--- config.mk ---
export PLATFORM = sky130hd
export DESIGN_NAME = proc_ctrl_fsm
export DESIGN_NICKNAME = d
export VERILOG_FILES = /design/src/rtl/proc_ctrl_fsm.sv
export SDC_FILE = /design/constraint.sdc
export NUM_CORES = 1
export LEC_CHECK = 0
export BUFFER_PORTS_ARGS = -buffer_cell sky130_fd_sc_hd__buf_2
export CORE_MARGIN = 1.5
export CORE_UTILIZATION = 53
export CTS_CLUSTER_DIAMETER = 150
export CTS_CLUSTER_SIZE = 8
export DETAILED_ROUTE_END_ITERATION = 12
export PLACE_DENSITY = 0.87
export SLEW_MARGIN = 30
export SYNTH_ARGS = -nofsm -noshare
export SYNTH_HDL_FRONTEND = slang
export SYNTH_SLANG_ARGS = --single-unit
--- constraint.sdc ---
create_clock -name CLK -period 3.67 [get_ports CLK]
set_input_delay 0.5505 -clock CLK [delete_from_list [all_inputs] [get_ports CLK]]
set_output_delay 0.5505 -clock CLK [all_outputs]
set_load 0.02 [all_outputs]
--- src/rtl/proc_ctrl_fsm.sv ---
// Multi-cycle control unit for the cs147sec05 data path: FETCH/DECODE/EXE/MEM/WB.
// Define PROC_ILLEGAL_TRAP_EN to trap unknown instructions into a sticky HALT.
module proc_ctrl_fsm (
  input  logic        CLK,
  input  logic        RST,
  input  logic [31:0] INSTRUCTION,
  input  logic        ZERO,
  output logic [31:0] CTRL,
  output logic        READ,
  output logic        WRITE,
  output logic        ILLEGAL
);

  localparam logic [4:0] ALU_ADD = 5'd1;
  localparam logic [4:0] ALU_SUB = 5'd2;
  localparam logic [4:0] ALU_MUL = 5'd3;
  localparam logic [4:0] ALU_SHR = 5'd4;
  localparam logic [4:0] ALU_SHL = 5'd5;
  localparam logic [4:0] ALU_AND = 5'd6;
  localparam logic [4:0] ALU_OR  = 5'd7;
  localparam logic [4:0] ALU_NOR = 5'd8;
  localparam logic [4:0] ALU_SLT = 5'd9;

  typedef enum logic [2:0] {
    S_FETCH, S_DECODE, S_EXE, S_MEM, S_WB, S_HALT
  } state_e;

  typedef enum logic [3:0] {
    K_NOP, K_R, K_I, K_LW, K_SW, K_LUI, K_BEQ,
    K_BNE, K_JR, K_J, K_JAL, K_PUSH, K_POP
  } kind_e;

  state_e      state_q, state_d;
  logic        run_q, run_d;
  logic [31:0] ir_q, ir_d;
  logic        zero_q, zero_d;

  kind_e       kind;
  logic [4:0]  alu;
  logic [3:0]  op2;
  logic        op1_sp;
  logic [31:0] exe_w;
  logic [31:0] ctrl;
  logic        taken;

  always_ff @(posedge CLK or negedge RST) begin
    if (!RST) begin
      state_q <= S_FETCH;
      run_q   <= 1'b0;
      ir_q    <= '0;
      zero_q  <= 1'b0;
    end else begin
      state_q <= state_d;
      run_q   <= run_d;
      ir_q    <= ir_d;
      zero_q  <= zero_d;
    end
  end

  // run_q holds the unit idle for the first edge after reset release
  always_comb begin
    state_d = state_q;
    run_d   = 1'b1;
    ir_d    = ir_q;
    zero_d  = zero_q;
    if (run_q) begin
      case (state_q)
        S_FETCH: begin
          state_d = S_DECODE;
          ir_d    = INSTRUCTION;
        end
        S_DECODE: begin
`ifdef PROC_ILLEGAL_TRAP_EN
          state_d = (kind == K_NOP) ? S_HALT : S_EXE;
`else
          state_d = S_EXE;
`endif
        end
        S_EXE: begin
          state_d = S_MEM;
          zero_d  = ZERO;
        end
        S_MEM:   state_d = S_WB;
        S_WB:    state_d = S_FETCH;
        S_HALT:  state_d = S_HALT;
        default: state_d = S_FETCH;
      endcase
    end
  end

  // op2 maps onto CTRL[20:17] = {sel_4, sel_3, sel_2, sel_1}
  always_comb begin
    kind   = K_NOP;
    alu    = '0;
    op2    = '0;
    op1_sp = 1'b0;
    case (ir_q[31:26])
      6'h00: begin
        case (ir_q[5:0])
          6'h20: begin kind = K_R; alu = ALU_ADD; op2 = 4'b1000; end
          6'h22: begin kind = K_R; alu = ALU_SUB; op2 = 4'b1000; end
          6'h2c: begin kind = K_R; alu = ALU_MUL; op2 = 4'b1000; end
          6'h24: begin kind = K_R; alu = ALU_AND; op2 = 4'b1000; end
          6'h25: begin kind = K_R; alu = ALU_OR;  op2 = 4'b1000; end
          6'h27: begin kind = K_R; alu = ALU_NOR; op2 = 4'b1000; end
          6'h2a: begin kind = K_R; alu = ALU_SLT; op2 = 4'b1000; end
          6'h01: begin kind = K_R; alu = ALU_SHL; op2 = 4'b0101; end
          6'h02: begin kind = K_R; alu = ALU_SHR; op2 = 4'b0101; end
          6'h08: kind = K_JR;
          default: kind = K_NOP;
        endcase
      end
      6'h02: kind = K_J;
      6'h03: kind = K_JAL;
      6'h04: begin kind = K_BEQ; alu = ALU_SUB; op2 = 4'b1000; end
      6'h05: begin kind = K_BNE; alu = ALU_SUB; op2 = 4'b1000; end
      6'h08: begin kind = K_I; alu = ALU_ADD; op2 = 4'b0010; end
      6'h0a: begin kind = K_I; alu = ALU_SLT; op2 = 4'b0010; end
      6'h0c: begin kind = K_I; alu = ALU_AND; end
      6'h0d: begin kind = K_I; alu = ALU_OR;  end
      6'h0f: kind = K_LUI;
      6'h1b: begin
        kind = K_PUSH; alu = ALU_SUB; op2 = 4'b0100; op1_sp = 1'b1;
      end
      6'h1c: begin
        kind = K_POP; alu = ALU_ADD; op2 = 4'b0100; op1_sp = 1'b1;
      end
      6'h1d: begin kind = K_I;  alu = ALU_MUL; op2 = 4'b0010; end
      6'h23: begin kind = K_LW; alu = ALU_ADD; op2 = 4'b0010; end
      6'h2b: begin kind = K_SW; alu = ALU_ADD; op2 = 4'b0010; end
      default: kind = K_NOP;
    endcase
  end

  always_comb begin
    exe_w        = '0;
    exe_w[25:21] = alu;
    exe_w[20:17] = op2;
    exe_w[16]    = op1_sp;
    exe_w[7:6]   = 2'b11;
    if (kind == K_NOP) exe_w = '0;
  end

  assign taken = (kind == K_BEQ &&  zero_q) ||
                 (kind == K_BNE && !zero_q);

  always_comb begin
    ctrl = '0;
    if (run_q) begin
      case (state_q)
        S_FETCH:  ctrl = 32'hC000_0010;
        S_DECODE: ctrl = 32'h0000_00C0;
        S_EXE:    ctrl = exe_w;
        S_MEM: begin
          ctrl = exe_w;
          case (kind)
            K_LW: ctrl[4] = 1'b1;
            K_SW: ctrl[5] = 1'b1;
            K_PUSH: begin
              ctrl[5]  = 1'b1;
              ctrl[26] = 1'b1;
              ctrl[29] = 1'b1;
              ctrl[6]  = 1'b0;
            end
            K_POP: begin
              ctrl[4]  = 1'b1;
              ctrl[26] = 1'b1;
            end
            default: ;
          endcase
        end
        S_WB: begin
          ctrl      = exe_w;
          ctrl[0]   = 1'b1;
          ctrl[3:1] = 3'b101;
          if (taken) ctrl[3:1] = 3'b110;
          case (kind)
            K_R: ctrl[14:8] = 7'b1001001;
            K_I: ctrl[14:8] = 7'b1001011;
            K_LW: ctrl[14:8] = 7'b1011011;
            K_LUI: ctrl[14:8] = 7'b1101011;
            K_JR: ctrl[3:1] = 3'b100;
            K_J: ctrl[3:1] = 3'b000;
            K_JAL: begin
              ctrl[3:1]  = 3'b000;
              ctrl[14:8] = 7'b0000101;
            end
            K_PUSH: ctrl[15] = 1'b1;
            K_POP: begin
              ctrl[15]   = 1'b1;
              ctrl[14:8] = 7'b1010001;
            end
            default: ;
          endcase
        end
        default: ctrl = '0;
      endcase
    end
  end

  assign CTRL  = ctrl;
  assign READ  = ctrl[4];
  assign WRITE = ctrl[5];
`ifdef PROC_ILLEGAL_TRAP_EN
  assign ILLEGAL = run_q && (state_q == S_HALT);
`else
  assign ILLEGAL = 1'b0;
`endif

endmodule

=== Word-level counts from Yosys, hierarchy flattened ===
Cells that the tools add are included.

* Flip-flop bits (word level): 37
* Output and inout port bits: 35
* Bits of input ports: 35

* Muxes and demuxes: 20
* Equality and inequality tests: 41
* Reduce and logical (&&, ||, !) cells: 22

{| class="wikitable"
|+ Operators with widths
! cell !! count
|-
| 32-bit case mux with 5 select lines || 1
|-
| 6-bit equality test (second input constant) || 9
|-
| 4-bit case mux with 11 select lines || 1
|-
| 7-bit case mux with 6 select lines || 1
|-
| 6-bit by 4-bit equality test with 1-bit output (second input constant) || 6
|-
| 4-bit case mux with 9 select lines || 1
|-
| 32-bit two-way mux || 1
|-
| 4-bit case mux with 7 select lines || 1
|-
| 26-bit two-way mux || 1
|-
| 4-bit equality test (second input constant) || 5
|-
| 6-bit by 2-bit equality test with 1-bit output (second input constant) || 3
|-
| 6-bit by 5-bit equality test with 1-bit output (second input constant) || 3
|-
| 4-bit by 3-bit equality test with 1-bit output (second input constant) || 4
|-
| 4-bit case mux with 2 select lines || 2
|-
| 4-bit case mux with 4 select lines || 1
|-
| 3-bit case mux with 5 select lines || 1
|-
| 2-bit OR reduction || 7
|-
| 6-bit by 3-bit equality test with 1-bit output (second input constant) || 2
|-
| 5-bit OR reduction || 2
|-
| 9-bit OR reduction || 1
|-
| 4-bit by 2-bit equality test with 1-bit output (second input constant) || 2
|-
| 1-bit two-way mux || 7
|-
| 7-bit OR reduction || 1
|-
| 3-bit by 2-bit equality test with 1-bit output (second input constant) || 2
|-
| 15 further kinds || 18
|}

=== Logic depth before layout (Yosys ltp) ===
Gate-level depths: netlist of the first run.

* Depth in word-level cells: 11
* Gate-level depth with buffers: 9
* Depth with buffers taken out: 6

=== Worst setup path before layout of the first run ===
Ideal clock, no wire load.

* Path kind: register to output
* Start: register ir_q[31]
* End: output port CTRL[5]
* Arrival: 2098 ps
* Path buffers: 2
* Stages on the path, launching flop included: 9
* Path slack: 1021 ps
* Cells stage by stage: dfrtp_1 buf_2 nor3_1 nand2_1 a21boi_2 nor3_1 nand2b_1 a21oi_1 buf_4

* Cells in the longest elaborated chain, start to end: 8
* Elaborated cells on any way between the ends: 23
* Those cells by class: eq/ne (16); mux (4); reduce/logical (3)

{| class="wikitable"
|+ RTL lines
! what !! RTL line !! RTL
|-
| from (decl) || 35 || <nowiki>logic [31:0] ir_q, ir_d;</nowiki>
|-
| from (signal assigned) || 55 || <nowiki>ir_q <= ir_d;</nowiki>
|-
| 6-bit by 5-bit equality test with 1-bit output or 6-bit by 4-bit equality test with 1-bit output (tied branches) || 97 || <nowiki>case (ir_q[31:26])</nowiki>
|-
| 5-bit OR reduction (no source line) || -- ||
|-
| 4-bit case mux with 11 select lines (*) || 97 ||
|-
| 4-bit equality test or 4-bit by 3-bit equality test with 1-bit output (tied branches) || 156 || <nowiki>case (kind)</nowiki>
|-
| 2-bit OR reduction (no source line) (*) || -- ||
|-
| 1-bit two-way mux (*) || 156 ||
|-
| 32-bit case mux with 5 select lines (*) || 150 || <nowiki>case (state_q)</nowiki>
|-
| 32-bit two-way mux (*) || 149 || <nowiki>if (run_q) begin</nowiki>
|-
| to (decl) || 8 || <nowiki>output logic [31:0] CTRL,</nowiki>
|}

Mark *: on every way between the ends. The rest lies on a longest branch, timed or not.

=== Worst setup path after layout of the first run ===
* Start: register ir_q[30]
* End: output port CTRL[22]

* Cells in the longest elaborated chain, start to end: 7
* Elaborated cells on any way between the ends: 24
* Those cells by class: eq/ne (14); mux (5); reduce/logical (5)

{| class="wikitable"
|+ RTL lines
! what !! RTL line !! RTL
|-
| 6-bit by 5-bit equality test with 1-bit output or 6-bit by 4-bit equality test with 1-bit output (tied branches) || 97 ||
|-
| 5-bit OR reduction (no source line) || -- ||
|-
| 4-bit case mux with 11 select lines || 97 ||
|-
| 4-bit logical NOT || 141 || <nowiki>if (kind == K_NOP) exe_w = '0;</nowiki>
|-
| 26-bit two-way mux (*) || 141 ||
|-
| 32-bit case mux with 5 select lines (*) || 150 ||
|-
| 32-bit two-way mux (*) || 149 ||
|}

Marked as above.

==> results of run 1 <==
[where the power goes]
part	leakage (nW)	internal, mW	switching, mW	total, mW
Combinational	0.634	0.386	0.478	0.864
Sequential	0.204	0.272	0.275	0.547
Clock	0.0177	0.0406	0.0570	0.0976
Total	0.857	0.699	0.810	1.51
[worst max-delay path, delay by kind of cell, from the launching register on]
| kind | cells | cell delay, ps |
|---|---|---|
| AOI/OAI and AO/OA | 2 | 900 |
| DFF | 1 | 700 |
| and+or+nand+nor | 3 | 550 |
| buffers and inverters | 2 | 280 |
[Yosys cell counts, types with 3 or more instances]
library cell / number / area share
nor3_1: 5 / 0.014
inv_1: 8 / 0.017
nand3b_1: 3 / 0.013
buf_2: 6 / 0.017
nor4_1: 3 / 0.011
nor2_1: 26 / 0.055
mux2_2: 9 / 0.057
dfrtp_1: 17 / 0.24
a31oi_1: 4 / 0.014
o21ai_0: 10 / 0.028
a21oi_1: 17 / 0.048
nand2b_1: 8 / 0.028
clkbuf_8: 4 / 0.031
buf_4: 11 / 0.047
nand3_1: 6 / 0.017
xnor2_1: 3 / 0.015
nand2_1: 25 / 0.053
[cells by family after synthesis]
logic type / count (synthesis) / synth area share
simple gates: 100 / 0.305
compound gates: 58 / 0.233
buf+inv: 34 / 0.135
flops: 17 / 0.241
mux: 9 / 0.0574
xor+xnor: 5 / 0.0248
other cells: 2 / 0.00425
[area by class of cell]
type	count	area, sq um
Sequential cell	17	425
Inverter	8	30.0
Clock inverter	1	5.00
Tap cell	44	55.1
Clock buffer	3	22.5
Multi-Input combinational cell	177	1110
Timing Repair Buffer	46	233
Fill cell	292	1220
[how the worst min path moves through the flow]
| stage | startpoint | end | slack, ps | depth (start not counted) |
|---|---|---|---|---|
| after floorplan | RST | ir_q[0] | 250 | 0 |
| after global placement | RST | state_q[2] | 480 | 1 |
| after detailed placement | RST | run_q | 480 | 1 |
| after CTS | RST | ir_q[28] | 160 | 1 |
| after global routing | RST | run_q | 170 | 1 |
| final | RST | run_q | 150 | 1 |
[per-layer routing]
metal | share of wire | wire length (microns) | up-vias
li1 | - | - | 833
met1 | 0.43 | 1730 | 795
met2 | 0.49 | 1970 | 75
met3 | 0.072 | 292 | 5
met4 | 0.011 | 46 | 0
met5 | 0 | 0 | -
[sequential cells by signal, summed over array words and instances, names as in the netlist]
signal,count
zero_q,1
ir_q,12
state_q,3
run_q,1
==> impl_metrics.toml, run 1 <==
[route]
drt_wl_total_microns = 4040
drc = 0
routed-via-count = 1708
vias_per_cell = 5.77
drt_first_iter_violations = 100
detail-route-antenna-nets = 0
wire_per_inst_microns = 13.7
firstDrtPassIters = 5

[timing]
fin_setup_tns_ps = 0
tightest_slew_ps = 702
slew_violations = 0
setup_ws_ps = 412
worst_slew_margin_rel = 0.530
period_share = 0.888
skew_ps = 1.51
setup_viol = 0
hold_viol_final = 0
post-route-min-period_ps = 3260
fmax_mhz = 307
grt_setup_unrepaired = "false"
holdWs_ps = 150

[floorplanning]
die_w_microns = 60.7
rows = 20
start_util = 0.569
die_h_microns = 60.7
die_area_sq_um = 3690
ios = 70
coreArea_sq_um = 3100

[yosys]
synth_cell_types = 62
syn_avg_cell_area_sq_um = 7.85
ys.flop_type = "dfrtp_1"
synth-seq-area-share = 0.241
synth_edf_count = 0
yosysWarnings = 0
syn_area_sq_um = 1770
syn_inst = 225
async_flop_share = 1.00
synth.ff_latch_count = 17

[clock_network]
cts_root_buf = "clkbuf_4"
postCtsSetupBuffers = 0
cts_tree = "done"
cts_sinks = 17
cts_buffers = 3
cts_resized = 0
postCtsHoldBufs = 0
insertion_delay_ps = 290
clk_path_buf_depth = 2
clk_pin_slew_ps = 90
htreeDepth = 1

[flow_run]
max_cap_violations = 0

[pwr]
power.density_nw_per_um2 = 801
peakVddDrop_mv = 0.547
finalPower_mw = 1.51
p_leak_nw = 0.857

[worst_setup_path]
critical_path_arrival_ps = 2710
startpoint = "ir_q[30]"
endpoint = "CTRL[22]"
r2r_slack_ps = 2090
startpoint_type = "flip-flop"
r2r-start = "state_q[2]"
cp-end-kind = "output port"
crit_fanout = 17
reg2reg_to = "ir_q[27]"
path_cells = "nor3_1 -> nand2_1 -> a21boi_2 -> inv_1 -> o41ai_4 -> nor2_1 -> buf_2"
slowest_stage = "dfrtp_1"
path_class = "reg -> out"
cp.required_ps = 3120
max_stage_delay_ps = 700
r2r_cells = 4

[place]
dp_cells = 292
dpl_cell_area_sq_um = 1860
port_buffers = 45
gp_congestion = 0.877
hpwl_microns = 3010
dp_worst_setup_slack_ps = 753

[final_layout]
stdcell_count = 296
final_area_sq_um = 1880
mostFrequentLayoutCell = "buf_2"
antenna_cells = 0
layout_common_cells = "buf_2, nor2_1, nand2_1"
final_util = 0.607
final_nets = 288
synthToLayoutAreaGrowth_pct = 6.73
drive_gt1_frac = 0.302

[global_routing]
grt-ovfl-total = 0
grt_use_met2 = 0.358
grt_pass1_wl_microns = 6600
grtUsageTotal = 0.233
busiest_layer = "met2"
antenna_found_initial = 0
grt_use_met1 = 0.337
grt_max_degree = 20
grt_pass1_vias = 1481
grt_use_met3 = 0.0277

[run_status]
status = "complete, no violations"

[min_path]
hp-class = "in -> async"
Note: power is estimated with default switching activity, not from simulation.
==> run 2: changes to the inputs <==
CORE_MARGIN = 1   (was 1.5)
CTS_CLUSTER_SIZE = default   (was 8)
==> run 2 against run 1 <==
Against the previous run: setup slack better by 23 ps; critical path type unchanged; via count down 1.8%; fmax up 0.71%; global-route usage up 1.9 points; register-to-register slack about the same; utilization about the same; flip-flop and latch count unchanged; critical path depth unchanged; count of clock-buffer cells in the layout up 1; sequential power about the same.
==> impl_metrics.toml, run 2 (synthesized netlist as in run 1, its figures left out) <==
[timing]
setup_ws_ps = 435
slew_violations = 0
fmax_mhz = 309
skew_ps = 1.67
setup_viol = 0
tightest_slew_ps = 704
period_share = 0.882
grt_setup_unrepaired = "false"
hold_viol_final = 0
post-route-min-period_ps = 3240
fin_setup_tns_ps = 0
worst_slew_margin_rel = 0.529

[clock_network]
cts_sinks = 17
htreeDepth = 1
cts_resized = 0
cts_root_buf = "clkbuf_4"
postCtsSetupBuffers = 0
cts_tree = "done"
postCtsHoldBufs = 0
insertion_delay_ps = 300
clk_path_buf_depth = 2
cts_buffers = 3
clk_pin_slew_ps = 90

[floorplanning]
start_util = 0.569
coreArea_sq_um = 3100
die_w_microns = 59.7
rows = 20
die_h_microns = 59.7
die_area_sq_um = 3570
ios = 70

[final_layout]
layout_common_cells = "buf_2, nor2_1, nand2_1"
final_nets = 288
reg_top3 = "ir_q (12), state_q (3)"
antenna_cells = 0
ff_latch_area_sq_um = 425
final_util = 0.607
largest_reg_flops = 12
largest_register = "ir_q"
drive_gt1_frac = 0.298
stdcell_count = 296
multi_input_area_sq_um = 1110
nFillCells = 299
mostFrequentLayoutCell = "buf_2"
synthToLayoutAreaGrowth_pct = 6.66

[pwr]
peakVddDrop_mv = 0.545
p_leak_nw = 0.854
power.density_nw_per_um2 = 799

[worst_setup_path]
critical_path_arrival_ps = 2680
cp.required_ps = 3120
startpoint_type = "flip-flop"
path_class = "reg -> out"
crit_fanout = 17
cp-end-kind = "output port"

[global_routing]
grt_pass1_wl_microns = 6730
grtUsageTotal = 0.251
antenna_found_initial = 0
grt_pass1_vias = 1501
grt-ovfl-total = 0
grt_max_degree = 20

[route]
drt_wl_total_microns = 4000
firstDrtPassIters = 4
wire_per_inst_microns = 13.5
wl_met3_microns = 177
routed-via-count = 1678
top_layer = "met4"
vias_per_cell = 5.67
drc = 0
detail-route-antenna-nets = 0
drt_first_iter_violations = 56
wl_met1_microns = 1810
wl_met2_microns = 1960

[place]
dp_cells = 292
hpwl_microns = 2980
gp_congestion = 0.841
port_buffers = 45
dp_worst_setup_slack_ps = 807

[flow_run]
max_cap_violations = 0

[run_status]
status = "complete, no violations"

[min_path]
hp-class = "in -> async"
run 2: changes by cell type in the layout (fill, tap and decap cells not counted), sizes merged:
| cell | delta |
|---|---|
| clkbuf | +1 |
| clkinv | -1 |
run 2: power by group:
group          leakage, nW  switching [mW]  total (mW)  internal, mW
Clock               0.0150          0.0587       0.101        0.0425
Sequential           0.204           0.276       0.548         0.272
Combinational        0.634           0.470       0.856         0.386
run 2: final cells by class:
| cell class | instances | share of cell area |
|---|---|---|
| inverter | 8 | 0.0159 |
| sequential | 17 | 0.226 |
| tap | 44 | 0.0292 |
| clock buffer | 4 | 0.0140 |
| multi-input combinational | 177 | 0.591 |
| timing repair buffer | 46 | 0.124 |
run 2: path summary, 6_finish.rpt:
check	startpoint	end	slack (ps)	cells past startpoint
min	RST	state_q[1]	140	1
min reg2reg	zero_q	zero_q	540	1
min in group CLK	INSTRUCTION[1]	ir_q[1]	460	3
max in group asynchronous	RST	ir_q[0]	3270	1
max reg2reg	state_q[2]	ir_q[26]	2100	4
max	ir_q[30]	CTRL[24]	430	7
run 2: worst max-delay path: stages (launching register included):
cell	delay (ps)
dfrtp_1	690
nor3_1	210
nand2_1	190
a21boi_2	230
inv_1	90
o41ai_4	660
nor3_1	120
buf_2	190
run 2: per-layer routing:
metal | GRT usage | up-vias
li1 | - | 837
met1 | 0.354 | 786
met2 | 0.387 | 50
met3 | 0.0216 | 5
met4 | 0.123 | 0
met5 | 0 | -
run 2: stage by stage:
step | instance area (sq um) | power (mW) | hold slack, ps
floorplan | 1780 | 1.32 | 255
global placement | 1860 | 1.36 | 481
detailed placement | 1860 | 1.39 | 478
CTS | 1880 | 1.49 | 141
global route | 1880 | 1.64 | 168
finish | 1880 | 1.51 | 140
==> run 3: changes to the inputs <==
CORE_ASPECT_RATIO = 0.5   (was default)
CORE_UTILIZATION = 49   (was 53)
PLACE_DENSITY = 0.82   (was 0.87)
clock period = 3.2 ns   (was 3.67 ns; I/O delays follow)
==> run 3 against run 2 <==
Against the previous run: clock power rose by 62%; sequential share of layout area fell by 0.43 points; utilization down 0.81 points; register-to-register slack lost 460 ps; via count is 0.48% higher; die area increased by 8.3%; combinational power up 16%; power is 18% higher; final area grew 1.9%; setup slack worse by 190 ps; critical path type unchanged; largest power group unchanged.
==> impl_metrics.toml, run 3 (synthesized netlist as in run 1, its figures left out) <==
[route]
drc = 0
drt_first_iter_violations = 118
routed-via-count = 1686
firstDrtPassIters = 4
detail-route-antenna-nets = 0
drt_wl_total_microns = 4170
vias_per_cell = 5.60
wire_per_inst_microns = 13.8

[floorplanning]
die_w_microns = 86.9
die_area_sq_um = 3860
coreArea_sq_um = 3210
rows = 14
ios = 70
die_h_microns = 44.4
start_util = 0.551

[timing]
fmax_mhz = 338
skew_ps = 1.40
setup_viol = 0
hold_viol_final = 0
grt_setup_unrepaired = "false"
period_share = 0.924
worst_slew_margin_rel = 0.635
setup_ws_ps = 243
post-route-min-period_ps = 2960
fin_setup_tns_ps = 0
slew_violations = 0
tightest_slew_ps = 548

[final_layout]
largest_register = "ir_q"
final_area_sq_um = 1920
mostFrequentLayoutCell = "buf_2"
synthToLayoutAreaGrowth_pct = 8.72
layout_common_cells = "buf_2, nor2_1, nand2_1"
largest_reg_flops = 12
reg_top3 = "ir_q (12), state_q (3)"
final_nets = 289
antenna_cells = 0
drive_gt1_frac = 0.304
nFillCells = 314

[worst_setup_path]
startpoint_type = "flip-flop"
cp-end-kind = "output port"
crit_fanout = 19
cp.required_ps = 2720
r2r_slack_ps = 1640
path_cells = "nor4_1 -> and2_2 -> a21o_2 -> o41ai_4 -> buf_4 -> nor3_1 -> buf_2"
critical_path_arrival_ps = 2480
max_stage_delay_ps = 580
path_class = "reg -> out"
slowest_stage = "dfrtp_1"

[clock_network]
clk_path_buf_depth = 2
htreeDepth = 1
cts_tree = "done"
insertion_delay_ps = 250
clk_pin_slew_ps = 70
cts_buffers = 3
cts_root_buf = "clkbuf_8"
postCtsHoldBufs = 0
cts_sinks = 17

[global_routing]
grtUsageTotal = 0.231
antenna_found_initial = 0
grt_pass1_vias = 1547
grt_max_degree = 20
grt_pass1_wl_microns = 6840
grt-ovfl-total = 0

[place]
dpl_cell_area_sq_um = 1860
gp_congestion = 0.893
port_buffers = 45
dp_worst_setup_slack_ps = 465
hpwl_microns = 3080

[run_status]
status = "complete, no violations"

[flow_run]
max_cap_violations = 0

[pwr]
peakVddDrop_mv = 0.381
power.density_nw_per_um2 = 928
p_leak_nw = 0.867

[min_path]
hp-class = "in -> async"
==> run 3: path summary, 6_finish.rpt <==
check                                      from        to  cells past startpoint
worst min-delay path                        RST     run_q                      1
worst max-delay path                   ir_q[26]  CTRL[24]                      7
min in group CLK                INSTRUCTION[29]  ir_q[29]                      3
worst max register to register       state_q[2]  ir_q[27]                      4
worst min register to register          ir_q[4]   ir_q[4]                      1
max in group asynchronous                   RST   ir_q[3]                      1
==> run 3: layout make-up <==
type	count	area, sq um	area share
multi-input combinational	177	1120	0.583
sequential	17	425	0.222
timing repair buffer	47	240	0.125
tap	48	60.1	0.0313
clock buffer	4	45.0	0.0235
inverter	8	30.0	0.0156
==> run 3: where the power goes <==
part	internal, mW	switching [mW]
registers	0.313	0.310
clock network	0.0885	0.0756
logic	0.450	0.544
total	0.851	0.929
==> run 3: timing repair <==
item / 4_1_cts / 5_1_grt
endpoints found under the setup margin: 0 / 10
buffers inserted: 0 / 1
resized for setup: 0 / 1
==> run 3: routing by layer <==
| layer | vias up | track usage | wire [microns] |
|---|---|---|---|
| met4 | 0 | 0.0600 | 30 |
| met5 | - | 0 | 0 |
| met3 | 4 | 0.0709 | 256 |
| li1 | 833 | - | - |
| met2 | 43 | 0.397 | 2050 |
| met1 | 806 | 0.287 | 1830 |
==> run 3: critical path: cells and delay by family, from the launching register on <==
family	cells	cell delay, ps
flops	1	580
simple gates	3	950
compound gates	2	320
buf+inv	2	370
==> run 3: stage by stage <==
step | total power, mW | util | instances | hold slack [ps]
2_1_floorplan | 1.52 | - | 228 | 184
3_3_place_gp | 1.55 | 0.581 | 296 | 424
3_5_place_dp | 1.60 | 0.581 | 296 | 434
4_1_cts | 1.77 | 0.595 | 300 | 156
5_1_grt | 1.94 | 0.599 | 301 | 171
6_report | 1.78 | 0.599 | 301 | 141
